`config.mk`:
```
export PLATFORM = sky130hd
export DESIGN_NAME = uart_mem_loader
export DESIGN_NICKNAME = d
export VERILOG_FILES = /design/src/rtl/uart_mem_loader.sv
export SDC_FILE = /design/constraint.sdc
export NUM_CORES = 1
export LEC_CHECK = 0
export BUFFER_PORTS_ARGS = -buffer_cell sky130_fd_sc_hd__buf_4
export CORE_UTILIZATION = 40
export CTS_CLUSTER_DIAMETER = 60
export DETAILED_ROUTE_END_ITERATION = 10
export PLACE_DENSITY = 0.55
export SLEW_MARGIN = 5
export SYNTH_ARGS = -nofsm -noshare
export SYNTH_HDL_FRONTEND = slang
export SYNTH_SLANG_ARGS = --single-unit
```
`constraint.sdc`:
```
create_clock -name clk -period 2.5 [get_ports clk]
set_input_delay 0.625 -clock clk [delete_from_list [all_inputs] [get_ports clk]]
set_output_delay 0.625 -clock clk [all_outputs]
set_load 0.02 [all_outputs]
```
`src/rtl/uart_mem_loader.sv`:
```
// UART boot loader: assembles little-endian words from received bytes, writes them to RAM from
// address 0, then releases the CPU. Define UART_LOADER_CHECKSUM_EN to require an 8-bit sum trailer.
module uart_mem_loader #(
   parameter int DATA_WIDTH     = 32,
   parameter int ADDR_WIDTH     = 12,
   parameter int TIMEOUT_CYCLES = 5000000
) (
   input  logic                  clk,
   input  logic                  reset,
   input  logic                  uart_re,
   input  logic [7:0]            uart_data_rx,
   output logic                  mem_we,
   output logic [ADDR_WIDTH-1:0] mem_addr,
   output logic [DATA_WIDTH-1:0] mem_wdata,
   output logic                  loading,
   output logic                  done,
   output logic                  error,
   output logic                  cpu_reset
);

   localparam int BPW   = DATA_WIDTH / 8;
   localparam int BIW   = (BPW > 1) ? $clog2(BPW) : 1;
   localparam int CNT_W = $clog2(TIMEOUT_CYCLES + 1);

   typedef enum logic [2:0] {HDR0, HDR1, DATA, LAST_WR, CSUM, FINISH, LOCKED} state_t;

   state_t                state_q, state_d;
   logic                  re_prev;
   logic                  accept;
   logic [15:0]           count_q, count_d;
   logic [BIW-1:0]        byte_idx_q, byte_idx_d;
   logic [15:0]           word_idx_q, word_idx_d;
   logic [DATA_WIDTH-1:0] word_q, word_d, word_next;
   logic [CNT_W-1:0]      idle_q, idle_d;
   logic                  timeout;
   logic                  mem_we_d, error_d;
   logic [ADDR_WIDTH-1:0] mem_addr_d;
   logic [DATA_WIDTH-1:0] mem_wdata_d;
`ifdef UART_LOADER_CHECKSUM_EN
   logic [7:0]            sum_q, sum_d;
`endif

   assign accept    = uart_re & ~re_prev;
   assign timeout   = (idle_q == CNT_W'(TIMEOUT_CYCLES - 1));
   assign loading   = (state_q == HDR1) || (state_q == DATA) || (state_q == LAST_WR) ||
                      (state_q == CSUM);
   assign done      = (state_q == FINISH);
   assign cpu_reset = !((state_q == FINISH) || (state_q == LOCKED));

   // NOTE: sequential state uses non-blocking assignments so every register samples pre-edge values.
   always_ff @(posedge clk) begin
      if (reset) begin
         state_q    <= HDR0;
         re_prev    <= 1'b0;
         count_q    <= '0;
         byte_idx_q <= '0;
         word_idx_q <= '0;
         word_q     <= '0;
         idle_q     <= '0;
         mem_we     <= 1'b0;
         mem_addr   <= '0;
         mem_wdata  <= '0;
         error      <= 1'b0;
`ifdef UART_LOADER_CHECKSUM_EN
         sum_q      <= '0;
`endif
      end else begin
         state_q    <= state_d;
         re_prev    <= uart_re;
         count_q    <= count_d;
         byte_idx_q <= byte_idx_d;
         word_idx_q <= word_idx_d;
         word_q     <= word_d;
         idle_q     <= idle_d;
         mem_we     <= mem_we_d;
         mem_addr   <= mem_addr_d;
         mem_wdata  <= mem_wdata_d;
         error      <= error_d;
`ifdef UART_LOADER_CHECKSUM_EN
         sum_q      <= sum_d;
`endif
      end
   end

   // NOTE: every signal driven here gets a default first, so no path can infer a latch.
   always_comb begin
      state_d     = state_q;
      count_d     = count_q;
      byte_idx_d  = byte_idx_q;
      word_idx_d  = word_idx_q;
      word_d      = word_q;
      mem_we_d    = 1'b0;
      mem_addr_d  = mem_addr;
      mem_wdata_d = mem_wdata;
      error_d     = error;
`ifdef UART_LOADER_CHECKSUM_EN
      sum_d       = sum_q;
`endif
      word_next   = word_q;
      word_next[byte_idx_q*8 +: 8] = uart_data_rx;
      idle_d      = (accept || !loading) ? '0 : idle_q + CNT_W'(1);

      case (state_q)
         HDR0: if (accept) begin
            count_d = {8'h00, uart_data_rx};
            error_d = 1'b0;
`ifdef UART_LOADER_CHECKSUM_EN
            sum_d   = 8'h00;
`endif
            state_d = HDR1;
         end
         HDR1: if (accept) begin
            count_d[15:8] = uart_data_rx;
            byte_idx_d    = '0;
            word_idx_d    = '0;
            state_d       = ({uart_data_rx, count_q[7:0]} == 16'h0000) ? FINISH : DATA;
         end
         DATA: if (accept) begin
            word_d = word_next;
`ifdef UART_LOADER_CHECKSUM_EN
            sum_d  = sum_q + uart_data_rx;
`endif
            if (byte_idx_q == BIW'(BPW - 1)) begin
               mem_we_d    = 1'b1;
               mem_addr_d  = ADDR_WIDTH'(word_idx_q);
               mem_wdata_d = word_next;
               byte_idx_d  = '0;
               word_idx_d  = word_idx_q + 16'd1;
               if (word_idx_q == count_q - 16'd1) state_d = LAST_WR;
            end else begin
               byte_idx_d = byte_idx_q + BIW'(1);
            end
         end
         // One cycle to let the final write strobe out before finishing.
`ifdef UART_LOADER_CHECKSUM_EN
         LAST_WR: state_d = CSUM;
         CSUM: if (accept) begin
            if (uart_data_rx == sum_q) begin
               state_d = FINISH;
            end else begin
               error_d = 1'b1;
               state_d = HDR0;
            end
         end
`else
         LAST_WR: state_d = FINISH;
`endif
         FINISH:  state_d = LOCKED;
         LOCKED:  state_d = LOCKED;
         default: state_d = HDR0;
      endcase

      // An accept in the expiry cycle keeps the load alive.
      if (loading && !accept && timeout) begin
         error_d = 1'b1;
         state_d = HDR0;
      end
   end

endmodule

```
==> results of run 1 <==
-- area by class of cell --
class / count / area (um2) / share of cell area
multi-input cells: 559 / 3380 / 0.440
flip-flops and latches: 139 / 2780 / 0.362
repair buffers: 77 / 603 / 0.0785
clock buffers: 19 / 453 / 0.0590
well taps: 211 / 264 / 0.0344
clock inverters: 13 / 161 / 0.0210
inverters: 10 / 37.5 / 0.00489
-- per-layer routing --
| layer | vias to the layer above | part of all wire | GRT usage |
|---|---|---|---|
| met2 | 100 | 0.46 | 0.326 |
| met1 | 2522 | 0.49 | 0.272 |
| met3 | 15 | 0.039 | 0.0507 |
| met5 | - | 0 | 0 |
| met4 | 0 | 0.011 | 0.0768 |
| li1 | 2751 | - | - |
-- through the flow --
step | util | worst slack [ns]
finish | 0.498 | 0.176
global route | 0.498 | 0.00441
CTS | 0.498 | 0.00421
detailed placement | 0.458 | 0.122
global placement | 0.458 | 0.191
floorplan | - | 0.296
-- flip-flops by register name (all words and copies together), names as in the netlist --
register	cells
byte_idx_q	2
count_q	16
error	1
idle_q	23
mem_addr	12
mem_wdata	32
mem_we	1
re_prev	1
state_q	3
word_idx_q	16
word_q	32
-- power by group --
group          internal, mW  total [mW]  switching, mW
Combinational         0.147       0.378          0.230
Clock                  1.62        2.61          0.983
Sequential             2.25        2.29         0.0402
Total                  4.02        5.27           1.25
-- critical path, cell delays in order (launching register included) --
cell	delay, ns
dfxtp_2	0.38
inv_1	0.07
ha_1	0.24
nor3b_2	0.21
or3_1	0.39
a221oi_2	0.25
o22ai_1	0.13
or4_1	0.43
a21oi_1	0.15
-- placed cells by master, fill, tap and decap left out, types with 3 or more instances in the layout --
| master | count |
|---|---|
| o21ai_0 | 17 |
| nand3b_1 | 5 |
| bufinv_16 | 3 |
| nand2b_1 | 6 |
| nor4_1 | 4 |
| nand3_1 | 27 |
| a211oi_1 | 64 |
| nand4_1 | 11 |
| inv_6 | 3 |
| clkinv_2 | 3 |
| xnor2_1 | 25 |
| nor4bb_1 | 4 |
| and2_1 | 4 |
| and3_1 | 4 |
| buf_4 | 75 |
| ha_1 | 10 |
| nor2_1 | 111 |
| dfxtp_1 | 138 |
| or3_1 | 8 |
| clkinvlp_4 | 4 |
| nand2_1 | 63 |
| clkbuf_16 | 17 |
| and4_1 | 5 |
| a21oi_1 | 75 |
| inv_1 | 10 |
| nor2b_1 | 38 |
| nor3_1 | 12 |
| xor2_1 | 24 |
-- worst max path at each step --
stage | endpoint | depth (start not counted) | slack [ns]
finish | state_q[0]$_SDFFE_PP0P_ | 8 | 0.18
CTS | cpu_reset | 3 | 0.004
global route | state_q[0]$_SDFFE_PP0P_ | 8 | 0.004
floorplan | state_q[0]$_SDFFE_PP0P_ | 8 | 0.30
detailed placement | state_q[0]$_SDFFE_PP0P_ | 8 | 0.12
global placement | word_idx_q[13]$_SDFFE_PP0P_ | 7 | 0.19
-- cell families (layout without fill, tap and decap cells) --
kind of cell / after synthesis / in the layout / synth area share
muxes: 3 / 3 / 0.00507
buffers and inverters: 63 / 119 / 0.0408
AOI/OAI and AO/OA: 176 / 176 / 0.179
adders and majority gates: 10 / 10 / 0.0195
and+or+nand+nor: 320 / 320 / 0.251
DFF: 139 / 139 / 0.434
xor gates and xnor gates: 50 / 50 / 0.0706
-- what timing repair did --
action	CTS	global route
resized for setup	0	2
setup endpoints to repair	0	2
hold endpoints to repair	0	0
==> results.json, run 1 <==
{
  "status": "finished, final reports clean",
  "diodes": 0,
  "synthArstFlopShare": 0,
  "drtIter0Drc": 287,
  "cp-end-kind": "flip-flop",
  "worstMarginPinSlew_ns": 0.528,
  "grt_pass1_vias": 5104,
  "dpl.hpwl_mm": 11.1,
  "r2r_cells": 8,
  "core-area_um2": 15400,
  "syn-cell-area_um2": 6420,
  "r2r_setup_slack_ns": 0.18,
  "fmax_mhz": 430,
  "cellLeakagePower_nw": 2.68,
  "htreeDepth": 4,
  "holdPathEnd": "re_prev$_SDFF_PP0_",
  "vdd_drop_max_uv": 572,
  "ios": 60,
  "ys_types": 59,
  "place_inst": 996,
  "clkSinkCount": 139,
  "cts_buffers": 17,
  "syn_nets": 782,
  "criticalPathCategory": "flip-flop to flip-flop",
  "maxCapViolations": 0,
  "hold_slack_ns": 0.443,
  "drive_above_1_share": 0.152,
  "ant_nets": 0,
  "dieArea_um2": 16600,
  "cts_root_buf": "clkbuf_16",
  "hold_violations": 0,
  "track_usage": 0.206,
  "rows": 45,
  "ys_ff_latch": 139,
  "wl_per_cell_um": 15.6,
  "hold_class": "input port to flip-flop",
  "setup_tns_ns": 0,
  "vias_per_cell": 5.24,
  "fin_cells": 1028,
  "postSynthAreaPerCell_um2": 8.43,
  "final_cell_area_um2": 7680,
  "crit_fanout": 5,
  "yosysMostFrequentCell": "dfxtp_1",
  "maxSlewViolCount": 0,
  "start_util": 0.416,
  "drt_pass1_iterations": 4,
  "areaGrowthSynthToFinish_pct": 19.7,
  "routabilityCongestion": 0.846,
  "synth_edf_count": 0,
  "regToRegEndpoint": "state_q[0]$_SDFFE_PP0P_",
  "grt_setup_unrepaired": "no",
  "die_y_um": 129,
  "cp-startpoint": "count_q[1]$_SDFFE_PP0P_",
  "required_ns": 2.86,
  "synthTopCellsByArea": "dfxtp_1, a211oi_1, nor2_1",
  "synth_warnings": 0,
  "synth_top_cell_area_share": 0.434,
  "hold_start": "uart_re",
  "num_vias": 5388,
  "nets": 825,
  "finalClockSkew_ns": 0.00714,
  "p_per_area_nw_per_um2": 686,
  "cp-start-kind": "flip-flop",
  "post-route-min-period_ns": 2.32,
  "syn_inst": 761,
  "min_path_cells": 2,
  "antenna_found_initial": 0,
  "dpl_cell_area_um2": 7060,
  "drt_wl_total_mm": 16.0,
  "fill_cells": 1499,
  "synthFlopType": "dfxtp_1",
  "relSlewSlack": 0.645,
  "io_buffer_count": 59,
  "grt-ovfl-total": 0,
  "post_cts_buffers": 0,
  "crit_arrival_ns": 2.68,
  "synth_common_cells": "dfxtp_1, nor2_1, a21oi_1, a211oi_1, nand2_1",
  "setup_viol": 0,
  "grt_max_degree": 66,
  "seq_area_frac_synth": 0.434,
  "drc_errors": 0,
  "grt_pass1_wl_mm": 26.3,
  "synth.largest_area_cell": "dfxtp_1",
  "worstSkewPairLatency_ns": 0.43,
  "cts_tree": "done",
  "timing.final.crit_share": 0.930,
  "cts_buffer_depth": 2,
  "ctsHoldBuffers": 0,
  "timing.rr.start": "count_q[1]$_SDFFE_PP0P_",
  "total_power_mw": 5.27,
  "clk_pin_slew_ns": 0.06,
  "die_x_um": 129
}
Note: power is estimated with default switching activity, not from simulation.
==> run 2, diff against run 1 <==
==> constraint.sdc (replaced) <==
create_clock -name clk -period 2.5 [get_ports clk]
set_input_delay 0.375 -clock clk [delete_from_list [all_inputs] [get_ports clk]]
set_output_delay 0.375 -clock clk [all_outputs]
set_load 0.02 [all_outputs]
==> results.json, run 2 (synthesized netlist as in run 1, its figures left out) <==
{
  "routabilityCongestion": 0.891,
  "vdd_drop_max_uv": 488,
  "fill_cells": 1506,
  "clkSinkCount": 139,
  "cts_buffer_depth": 2,
  "p_int_mw": 3.81,
  "clkPwrFrac": 0.469,
  "status": "finished, final reports clean",
  "post_cts_buffers": 0,
  "post-route-min-period_ns": 2.41,
  "crit_arrival_ns": 2.75,
  "antenna_found_initial": 0,
  "p_per_area_nw_per_um2": 657,
  "clk_pin_slew_ns": 0.06,
  "pwr-share-comb": 0.074,
  "drt_wl_total_mm": 15.4,
  "maxCapViolations": 0,
  "nets": 823,
  "layout_commonest_cell": "dfxtp_1",
  "track_usage": 0.197,
  "htreeDepth": 4,
  "areaGrowthSynthToFinish_pct": 18.7,
  "cts_root_buf": "clkbuf_16",
  "drive_above_1_share": 0.145,
  "cts_tree": "done",
  "vias_per_cell": 5.29,
  "dieArea_um2": 16600,
  "total_power_mw": 5.00,
  "grt_pass1_wl_mm": 25.3,
  "ant_nets": 0,
  "num_vias": 5423,
  "io_buffer_count": 59,
  "timing.final.crit_share": 0.962,
  "required_ns": 2.84,
  "utilization": 0.494,
  "die_x_um": 129,
  "relSlewSlack": 0.581,
  "drt_pass1_iterations": 4,
  "diodes": 0,
  "start_util": 0.416,
  "p_sw_frac": 0.239,
  "setup_viol": 0,
  "dpl_cell_area_um2": 7060,
  "worstSkewPairLatency_ns": 0.41,
  "cts_buffers": 17,
  "final_cell_mix": "dfxtp_1, nor2_1, a21oi_1",
  "final_cell_area_um2": 7610,
  "criticalPathCategory": "flip-flop to flip-flop",
  "ctsHoldBuffers": 0,
  "crit_fanout": 5,
  "path_cells": "inv_1 > ha_1 > nor3b_2 > nand2_2 > a221oi_1 > nand4_1 > or4_1 > a21oi_1",
  "cpMaxStageDelayCell": "or4_1",
  "rows": 45,
  "fmax_mhz": 416,
  "grt-ovfl-total": 0,
  "drc_errors": 0,
  "cpPeakStageDelay_ns": 0.50,
  "p_switching_mw": 1.20,
  "worstMarginPinSlew_ns": 0.626,
  "grt_max_degree": 56,
  "drtIter0Drc": 299,
  "grt_setup_unrepaired": "no",
  "reg_top3": "mem_wdata: 32 flops, word_q: 32 flops, idle_q: 23 flops",
  "dpl.hpwl_mm": 10.7,
  "hold_class": "input port to flip-flop",
  "cp-end-kind": "flip-flop",
  "die_y_um": 129,
  "wl_per_cell_um": 15.0,
  "ios": 60,
  "cp-start-kind": "flip-flop",
  "hold_violations": 0,
  "maxSlewViolCount": 0,
  "core-area_um2": 15400,
  "cellLeakagePower_nw": 2.66,
  "grt_pass1_vias": 5083,
  "setup_tns_ns": 0,
  "finalClockSkew_ns": 0.00384,
  "seq_power_share": 0.457,
  "cts_resized": 0
}
==> run 2: cell types whose count changed in the layout (fill, tap and decap cells not counted), moves of 2 or more <==
cell,delta
buf_4,-3
bufinv_16,-2
clkbuf_1,+2
clkinv_2,+3
clkinv_4,+3
clkinvlp_4,-4
inv_6,-2
==> run 2: stage by stage <==
step	hold WS, ns	cells	worst slack (ns)
after floorplan	0.445	761	0.296
after global placement	0.444	994	0.221
after detailed placement	0.450	994	0.148
after CTS	0.181	1026	0.140
after global routing	0.234	1026	0.00363
final	0.201	1026	0.0943
==> run 2: cell type report <==
| class | count | area (um2) | share of cell area |
|---|---|---|---|
| clock buffers | 21 | 460 | 0.0605 |
| clock inverters | 11 | 95.1 | 0.0125 |
| inverters | 10 | 37.5 | 0.00493 |
| multi-input cells | 559 | 3370 | 0.443 |
| flip-flops and latches | 139 | 2780 | 0.365 |
| well taps | 211 | 264 | 0.0347 |
| repair buffers | 75 | 601 | 0.0789 |
==> run 2: final timing paths <==
| kind | start | endpoint | slack, ns | depth (start not counted) |
|---|---|---|---|---|
| worst max register to register | count_q[1]$_SDFFE_PP0P_ | state_q[0]$_SDFFE_PP0P_ | 0.09 | 8 |
| worst min register to register | mem_addr[11]$_SDFFE_PP0P_ | mem_addr[11]$_SDFFE_PP0P_ | 0.46 | 2 |
| worst min-delay path | uart_re | re_prev$_SDFF_PP0_ | 0.20 | 2 |
| worst max-delay path | count_q[1]$_SDFFE_PP0P_ | state_q[0]$_SDFFE_PP0P_ | 0.09 | 8 |
==> run 2: power by group through the flow <==
| stage | clock network (mW) | registers (mW) | logic, mW |
|---|---|---|---|
| after floorplan | 0 | 2.31 | 0.276 |
| after global placement | 0 | 2.33 | 0.361 |
| after detailed placement | 0 | 2.33 | 0.369 |
| after CTS | 2.41 | 2.29 | 0.371 |
| after global routing | 2.51 | 2.29 | 0.407 |
| final | 2.35 | 2.29 | 0.370 |
==> run 2: critical path, delay by kind of cell (launching register included) <==
kind / cells / cell delay [ns]
buf+inv: 1 / 0.10
flops: 1 / 0.36
simple gates: 4 / 1.14
compound gates: 2 / 0.50
fa+ha+maj: 1 / 0.23
==> run 2: per-layer routing <==
| metal | global-route usage | up-vias | part of all wire |
|---|---|---|---|
| li1 | - | 2754 | - |
| met1 | 0.255 | 2549 | 0.47 |
| met2 | 0.317 | 104 | 0.48 |
| met3 | 0.0449 | 16 | 0.038 |
| met4 | 0.0768 | 0 | 0.012 |
| met5 | 0 | - | 0 |
